## src/rtl/accu_split_pkg.sv

```systemverilog
// Shared definitions for the accumulation path: default widths, state encoding
// and the largest total a burst can represent without wrapping.
package accu_pkg;

  localparam int DATA_W_DEF = 8;
  localparam int N_DEF      = 8;

  typedef enum logic {IDLE, EMIT} state_t;

  function automatic int sum_w(input int data_w, input int n);
    return data_w + $clog2(n);
  endfunction

  function automatic int max_total(input int data_w, input int n);
    return n * ((1 << data_w) - 1);
  endfunction

  localparam int MAX_TOTAL = max_total(DATA_W_DEF, N_DEF);

endpackage

```

## src/rtl/accu_split_if.sv

```systemverilog
// Total-in / sample-burst-out stream bundle for accu_split.
// ACCU_SPLIT_SAT_EN adds the sat_out clamp indicator.
interface accu_split_if #(
  parameter int DATA_W = accu_pkg::DATA_W_DEF,
  parameter int SUM_W  = accu_pkg::sum_w(accu_pkg::DATA_W_DEF, accu_pkg::N_DEF)
);

  logic [SUM_W-1:0]  data_in;
  logic              valid_in;
  logic              ready_out;
  logic [DATA_W-1:0] data_out;
  logic              valid_out;
  logic              last_out;
`ifdef ACCU_SPLIT_SAT_EN
  logic              sat_out;

  modport master (output data_in, valid_in,
                  input  ready_out, data_out, valid_out, last_out, sat_out);
  modport slave  (input  data_in, valid_in,
                  output ready_out, data_out, valid_out, last_out, sat_out);
`else
  modport master (output data_in, valid_in,
                  input  ready_out, data_out, valid_out, last_out);
  modport slave  (input  data_in, valid_in,
                  output ready_out, data_out, valid_out, last_out);
`endif

endinterface

```

## src/rtl/accu_split.sv

```systemverilog
// Splits one wide total into a burst of N near-equal narrow samples summing to it.
// Define ACCU_SPLIT_SAT_EN to clamp oversized totals and pulse sat_out.
module accu_split
  import accu_pkg::*;
#(
  parameter int DATA_W = DATA_W_DEF,
  parameter int N      = N_DEF,
  parameter int SUM_W  = sum_w(DATA_W, N)
) (
  input  logic         clk,
  input  logic         rst_n,
  accu_split_if.slave  bus
);

  localparam int CNT_W = $clog2(N);
  localparam logic [CNT_W-1:0] LAST_BEAT = CNT_W'(N - 1);

  state_t            state;
  logic [CNT_W-1:0]  cnt;
  logic [DATA_W-1:0] q;
  logic [CNT_W-1:0]  r;
  logic [DATA_W-1:0] data_q;
  logic              valid_q;
  logic              last_q;

  logic              ready;
  logic              accept;
  logic [SUM_W-1:0]  total;
  logic [DATA_W-1:0] new_q;
  logic [CNT_W-1:0]  new_r;
  logic [CNT_W-1:0]  cnt_nxt;

  // The first r beats of a burst carry the remainder; q+1 wraps for oversized totals.
  function automatic logic [DATA_W-1:0] beat_value(input logic [DATA_W-1:0] qv,
                                                   input logic [CNT_W-1:0]  rv,
                                                   input logic [CNT_W-1:0]  idx);
    return (idx < rv) ? qv + DATA_W'(1) : qv;
  endfunction

`ifdef ACCU_SPLIT_SAT_EN
  localparam logic [SUM_W-1:0] MAX_TOTAL_P = SUM_W'(max_total(DATA_W, N));
  logic clamp;
  logic sat_q;

  assign clamp       = bus.data_in > MAX_TOTAL_P;
  assign total       = clamp ? MAX_TOTAL_P : bus.data_in;
  assign bus.sat_out = sat_q;
`else
  assign total = bus.data_in;
`endif

  assign ready   = (state == IDLE) || (state == EMIT && cnt == LAST_BEAT);
  assign accept  = bus.valid_in && ready;
  assign new_q   = total[SUM_W-1:CNT_W];
  assign new_r   = total[CNT_W-1:0];
  assign cnt_nxt = cnt + CNT_W'(1);

  assign bus.ready_out = ready;
  assign bus.data_out  = data_q;
  assign bus.valid_out = valid_q;
  assign bus.last_out  = last_q;

  // Outputs are registered one beat ahead so a new total shows its first sample
  // in the cycle right after it is accepted, even back-to-back with a prior burst.
  always_ff @(posedge clk or negedge rst_n) begin
    if (!rst_n) begin
      state   <= IDLE;
      cnt     <= '0;
      q       <= '0;
      r       <= '0;
      data_q  <= '0;
      valid_q <= 1'b0;
      last_q  <= 1'b0;
`ifdef ACCU_SPLIT_SAT_EN
      sat_q   <= 1'b0;
`endif
    end else begin
`ifdef ACCU_SPLIT_SAT_EN
      sat_q <= accept && clamp;
`endif
      if (accept) begin
        state   <= EMIT;
        q       <= new_q;
        r       <= new_r;
        cnt     <= '0;
        data_q  <= beat_value(new_q, new_r, '0);
        valid_q <= 1'b1;
        last_q  <= (LAST_BEAT == '0);
      end else if (state == EMIT) begin
        if (cnt == LAST_BEAT) begin
          state   <= IDLE;
          valid_q <= 1'b0;
          last_q  <= 1'b0;
        end else begin
          cnt    <= cnt_nxt;
          data_q <= beat_value(q, r, cnt_nxt);
          last_q <= (cnt_nxt == LAST_BEAT);
        end
      end
    end
  end

endmodule
```

## src/flat_wrapper.sv

```systemverilog
// flat-port wrapper written by rule: the top's interface ports become plain ports
module accu_split_flat import accu_pkg::*;
#(
  parameter int DATA_W = DATA_W_DEF,
  parameter int N      = N_DEF,
  parameter int SUM_W  = sum_w(DATA_W, N)
)
  (clk, rst_n, bus_data_in, bus_valid_in, bus_ready_out, bus_data_out, bus_valid_out, bus_last_out);
  accu_split_if #(.DATA_W(DATA_W), .SUM_W(SUM_W)) bus_i ();
  input  logic clk;
  input  logic rst_n;
  input wire logic [$bits(bus_i.data_in)-1:0] bus_data_in;
  input wire logic [$bits(bus_i.valid_in)-1:0] bus_valid_in;
  output wire logic [$bits(bus_i.ready_out)-1:0] bus_ready_out;
  output wire logic [$bits(bus_i.data_out)-1:0] bus_data_out;
  output wire logic [$bits(bus_i.valid_out)-1:0] bus_valid_out;
  output wire logic [$bits(bus_i.last_out)-1:0] bus_last_out;
  assign bus_i.data_in = bus_data_in;
  assign bus_i.valid_in = bus_valid_in;
  assign bus_ready_out = bus_i.ready_out;
  assign bus_data_out = bus_i.data_out;
  assign bus_valid_out = bus_i.valid_out;
  assign bus_last_out = bus_i.last_out;
  accu_split #(.DATA_W(DATA_W), .N(N), .SUM_W(SUM_W)) u_core (.clk(clk), .rst_n(rst_n), .bus(bus_i));
endmodule
```

## config.mk

```make
export PLATFORM = sky130hd
export DESIGN_NAME = accu_split_flat
export DESIGN_NICKNAME = d
export VERILOG_FILES = /design/src/rtl/accu_split_pkg.sv /design/src/rtl/accu_split_if.sv /design/src/rtl/accu_split.sv /design/src/flat_wrapper.sv
export SDC_FILE = /design/constraint.sdc
export NUM_CORES = 1
export LEC_CHECK = 0
export ABC_AREA = 1
export CAP_MARGIN = 20
export CORE_UTILIZATION = 53
export DETAILED_ROUTE_END_ITERATION = 12
export PLACE_DENSITY = 0.85
export SETUP_SLACK_MARGIN = 0.05
export SLEW_MARGIN = 20
export SYNTH_ARGS = -nofsm -noshare
export SYNTH_HDL_FRONTEND = slang
export SYNTH_SLANG_ARGS = --single-unit
export TNS_END_PERCENT = 100
```

## constraint.sdc

```tcl
create_clock -name clk -period 2.95 [get_ports clk]
set_clock_uncertainty 0.1 [all_clocks]
set_input_delay 0.59 -clock clk [delete_from_list [all_inputs] [get_ports clk]]
set_output_delay 0.59 -clock clk [all_outputs]
set_load 0.01 [all_outputs]
```

==> results of run 1 <==
==> area by class of cell <==
cell class	instances	area share
Clock inverter	1	0.002751
Multi-Input combinational cell	151	0.4271
Clock buffer	3	0.01238
Sequential cell	25	0.3439
Tap cell	31	0.02132
Inverter	24	0.05227
Timing Repair Buffer	26	0.1403
==> where the power goes <==
group	switching [mW]	total [mW]	internal (mW)
logic	0.660	1.13	0.471
clock network	0.115	0.166	0.0511
registers	0.120	0.637	0.517
total	0.895	1.93	1.04
==> tightest hold or removal path: stages, from the launching register on <==
cell                      delay [ps]
sky130_fd_sc_hd__dfrtp_1         370
sky130_fd_sc_hd__nand2_1          60
sky130_fd_sc_hd__nand2_1          50
==> kinds of logic (layout without fill, tap and decap cells) <==
logic type                 count (synthesis)  count (layout)  synth area share
adders and majority gates                  7               7           0.05766
and+or+nand+nor                          115             115            0.3320
buffers and inverters                     27              54           0.07661
xor gates and xnor gates                   5               5           0.02884
DFF                                       25              25            0.4119
AOI/OAI and AO/OA                         24              24           0.09308
==> metal layers <==
layer / part of all wire / vias to the layer above / GRT usage
li1: - / 693 / -
met1: 0.48 / 575 / 0.3011
met2: 0.47 / 38 / 0.4010
met3: 0.045 / 3 / 0.03513
met4: 0.010 / 0 / 0.07500
met5: 0 / - / 0
==> flip-flops by register name (all words and copies together), names as in the netlist <==
name                  flops
u_core.bus.data_out       8
u_core.bus.last_out       1
u_core.bus.valid_out      1
u_core.cnt                3
u_core.q                  8
u_core.r                  3
u_core.state              1
==> layout by cell type, fill, tap and decap left out, types with 3 or more instances in the layout <==
cell type | synthesis | routed
sky130_fd_sc_hd__a21oi_1 | 5 | 5
sky130_fd_sc_hd__clkbuf_4 | 0 | 3
sky130_fd_sc_hd__clkdlybuf4s50_1 | 0 | 24
sky130_fd_sc_hd__dfrtp_1 | 25 | 25
sky130_fd_sc_hd__ha_1 | 7 | 7
sky130_fd_sc_hd__inv_1 | 21 | 21
sky130_fd_sc_hd__nand2_1 | 74 | 74
sky130_fd_sc_hd__nand2_2 | 5 | 5
sky130_fd_sc_hd__nand3_1 | 19 | 19
sky130_fd_sc_hd__nor2_1 | 13 | 13
sky130_fd_sc_hd__o21ai_0 | 13 | 13
sky130_fd_sc_hd__xor2_1 | 3 | 3
==> metrics by stage <==
step	power [mW]	instance area [um2]	worst slack, ps
after floorplan	1.414	1519	906.5
after global placement	1.736	1792	614.1
after detailed placement	1.774	1792	560.1
after CTS	1.946	1819	167.2
after global routing	2.115	1819	56.71
final	1.934	1819	167.7
==> cells in the mapped netlist <==
| library cell | n |
|---|---|
| sky130_fd_sc_hd__nor2_8 | 1 |
| sky130_fd_sc_hd__inv_2 | 2 |
| sky130_fd_sc_hd__buf_2 | 2 |
| sky130_fd_sc_hd__ha_1 | 7 |
| sky130_fd_sc_hd__a21oi_1 | 5 |
| sky130_fd_sc_hd__xnor2_1 | 2 |
| sky130_fd_sc_hd__a21oi_4 | 1 |
| sky130_fd_sc_hd__dfrtp_1 | 25 |
| sky130_fd_sc_hd__nand2_1 | 74 |
| sky130_fd_sc_hd__nor3_2 | 2 |
| sky130_fd_sc_hd__nor2_4 | 1 |
| sky130_fd_sc_hd__a22o_1 | 1 |
| sky130_fd_sc_hd__nand3_1 | 19 |
| sky130_fd_sc_hd__nand2_2 | 5 |
| sky130_fd_sc_hd__o21ai_1 | 1 |
| sky130_fd_sc_hd__o21ai_0 | 13 |
| sky130_fd_sc_hd__o21bai_1 | 2 |
| sky130_fd_sc_hd__inv_6 | 1 |
| sky130_fd_sc_hd__o22ai_1 | 1 |
| sky130_fd_sc_hd__xor2_1 | 3 |
| sky130_fd_sc_hd__inv_1 | 21 |
| sky130_fd_sc_hd__buf_6 | 1 |
| sky130_fd_sc_hd__nor2_1 | 13 |
==> worst max path at each step <==
stage / startpoint / end / slack [ps] / cells after the start
after floorplan: u_core.cnt[0] / u_core.bus.data_out[5] / 910 / 13
after global placement: u_core.cnt[0] / bus_ready_out / 610 / 5
after detailed placement: u_core.cnt[0] / bus_ready_out / 560 / 5
after CTS: u_core.cnt[0] / bus_ready_out / 170 / 5
after global routing: u_core.cnt[0] / bus_ready_out / 60 / 5
final: u_core.cnt[0] / bus_ready_out / 170 / 5
==> flow_results.org, run 1 <==
** Critical path
- Critical path fanouts, max :: 5
- Flop2flop setup slack :: roughly 670 ps
- R2r worst-path depth :: 10
- STA classifies the critical path endpoint as an output port.
- Critical path's top delay family :: buffers and inverters
- Worst path cell trace :: ha_1 -> ha_1 -> nor2_4 -> inv_1 -> clkdlybuf4s50_1
- Critical path's slowest cell :: sky130_fd_sc_hd__clkdlybuf4s50_1
- The largest single stage delay on the critical path is 500 ps.
- CP Launch Type :: flop
- For the worst setup path, the data arrival time is between 2000 and 2500 ps.
- FF-to-FF Start :: u_core.cnt[0]
- The worst setup path is of the flop to output port kind.
- By instance count, the cell type seen most on the critical path is sky130_fd_sc_hd__ha_1.
- The worst register-to-register path ends at u_core.bus.data_out[2].
- STA puts the critical path data required time at 2260 ps.
- Buf/Inv on CP :: 2

** Timing
- Setup violations remaining at the end of the flow were counted as 0.
- Headroom to the max-slew limit came out at 0.7830.
- Setup repair after global routing left no endpoint under its margin.
- Final hold slack :: 398.5 ps
- Counting I/O delays and the setup requirement, the final critical path takes between 2000 and 3000 ps.
- At the pin with the least slew margin, the transition time is between 300 and 400 ps.
- Hold violation total from the final report :: 0
- For this run, the top clock speed supported by timing is 359.4 MHz.
- Total Neg Setup Slack :: 0 ps
- Final Slew Violations :: 0
- Dividing the final minimum period by the clock period gives 0.9431.

** Clock network
- Clock transition at the registers of the reported paths :: 160 ps
- Number of buffers between clock root and the deepest sink :: 2
- Clock latency on the worst-skew pair, taken at its later pin, is 340 ps.
- The tree is rooted in a sky130_fd_sc_hd__clkbuf_4.
- Post-CTS sizing :: 0
- Sink Count :: 25
- TritonCTS clock tree :: done
- Count of H-tree levels built during CTS :: 1
- CTS Buf Count :: 3
- Post-CTS setup buffer count :: 0
- Hold repair after CTS inserted 0 buffers.

** Floorplanning
- Floorplan die area :: 3084 um2
- The die is 55.54 um tall.
- Width of the die :: 55.54 um
- 25 I/O pins were placed.
- The total area inside the core boundary comes to 2734 um2.
- Initial core utilization :: 0.5556
- Placement Rows :: 19

** Synthesis
- Cell area after synthesis :: 1519 um2
- Sequential-to-total area share from yosys stat :: 0.4119
- By area the synthesized netlist is led by sky130_fd_sc_hd__dfrtp_1, sky130_fd_sc_hd__nand2_1, sky130_fd_sc_hd__nand3_1.
- Mapped Cells :: 203
- Yosys warning total :: 0
- In this run, synthesis produced a sequential element count of 25.
- Post-Syn Nets :: 224
- sky130_fd_sc_hd__dfrtp_1 takes more of the synthesized area than any other cell.
- The number of different library cells used by synthesis comes to 23.
- Syn avg cell area :: 7.483 um2
- Area share of the leading cell type in the synthesized netlist :: 0.4119

** Detailed routing
- Avg Vias per Cell :: 5.015
- For this run, the detailed router's first-pass iteration total came to 4.
- After the first detailed-routing iteration, the DRC count stood at between 40 and 50.
- Routed vias :: 1309
- Remaining antenna violation count after routing :: 0
- After detailed routing, the total wire length is 3161 um.
- DR WL/cell :: between 10 and 15 um
- Detailed-route DRC error count :: 0

** Worst hold path
- End point of the worst hold path :: u_core.bus.valid_out
- Hold Path Origin :: u_core.bus.valid_out
- Worst Hold Class :: flop to flop
- Hold path depth :: 2

** Job
- Max-Cap Viols :: 0

** Placement
- Once detailed placement completed, the half-perimeter wirelength came to about 2300 um.
- Buffers placed on the I/O ports in this run total 24.
- # placed instances :: about 260
- At the end of routability-driven placement, the weighted congestion stood at 0.8043.

** Layout
- At the end of the flow the core is filled with cells to 0.6654.
- Footprint of the flip-flops and latches :: 625.6 um2
- Compared with the post-synthesis result, the final layout area differs by 19.77%.
- Antenna Cells :: 0
- Counting the fill cells in the layout gives 254.
- The multi-input combinational cells in the finished layout cover a total of 777.0 um2.
- Number of nets in the layout :: 252
- Once layout is complete, the cells apart from fillers number 261.
- Of the cells placed in the final design, the portion with a size suffix greater than 1 is 0.08261.

** Global routing
- Number of antenna violations at the first check in global routing :: 0
- For this run the aggregate overflow at the end of global routing stands at 0.
- The number of global-route vias before repair is 1254.
- Wire length of the first global-routing pass :: between 5000 and 6000 um
- Pin count of the biggest net entering global routing :: 26
- Across every metal layer, demand over resource in global routing totals 0.2331.

** Power and ir drop
- The analysis attributes to cell leakage a power of 0.9104 nW.
- Power density normalized to cell area :: 1063 nW/um2
- VDD sags by at most 723.2 uV.

** Outcome
- The flow ran to the end, and the final reports show no timing, DRC or antenna violations.
(Power assumes the default switching activity.)
==> run 2, diff against run 1 <==
--- a/config.mk
+++ b/config.mk
@@ -9,6 +9,7 @@
 export CAP_MARGIN = 20
 export CORE_UTILIZATION = 53
 export DETAILED_ROUTE_END_ITERATION = 12
+export MAX_ROUTING_LAYER = met4
 export PLACE_DENSITY = 0.85
 export SETUP_SLACK_MARGIN = 0.05
 export SLEW_MARGIN = 20
==> results of run 2 <==
Same layout as run 1: the final DEF is identical, and so are final timing and power.
Among the figures that moved: final weighted congestion in routability-driven placement 0.8043 -> 0.8160; overall routing resource usage 0.2331 -> 0.2398
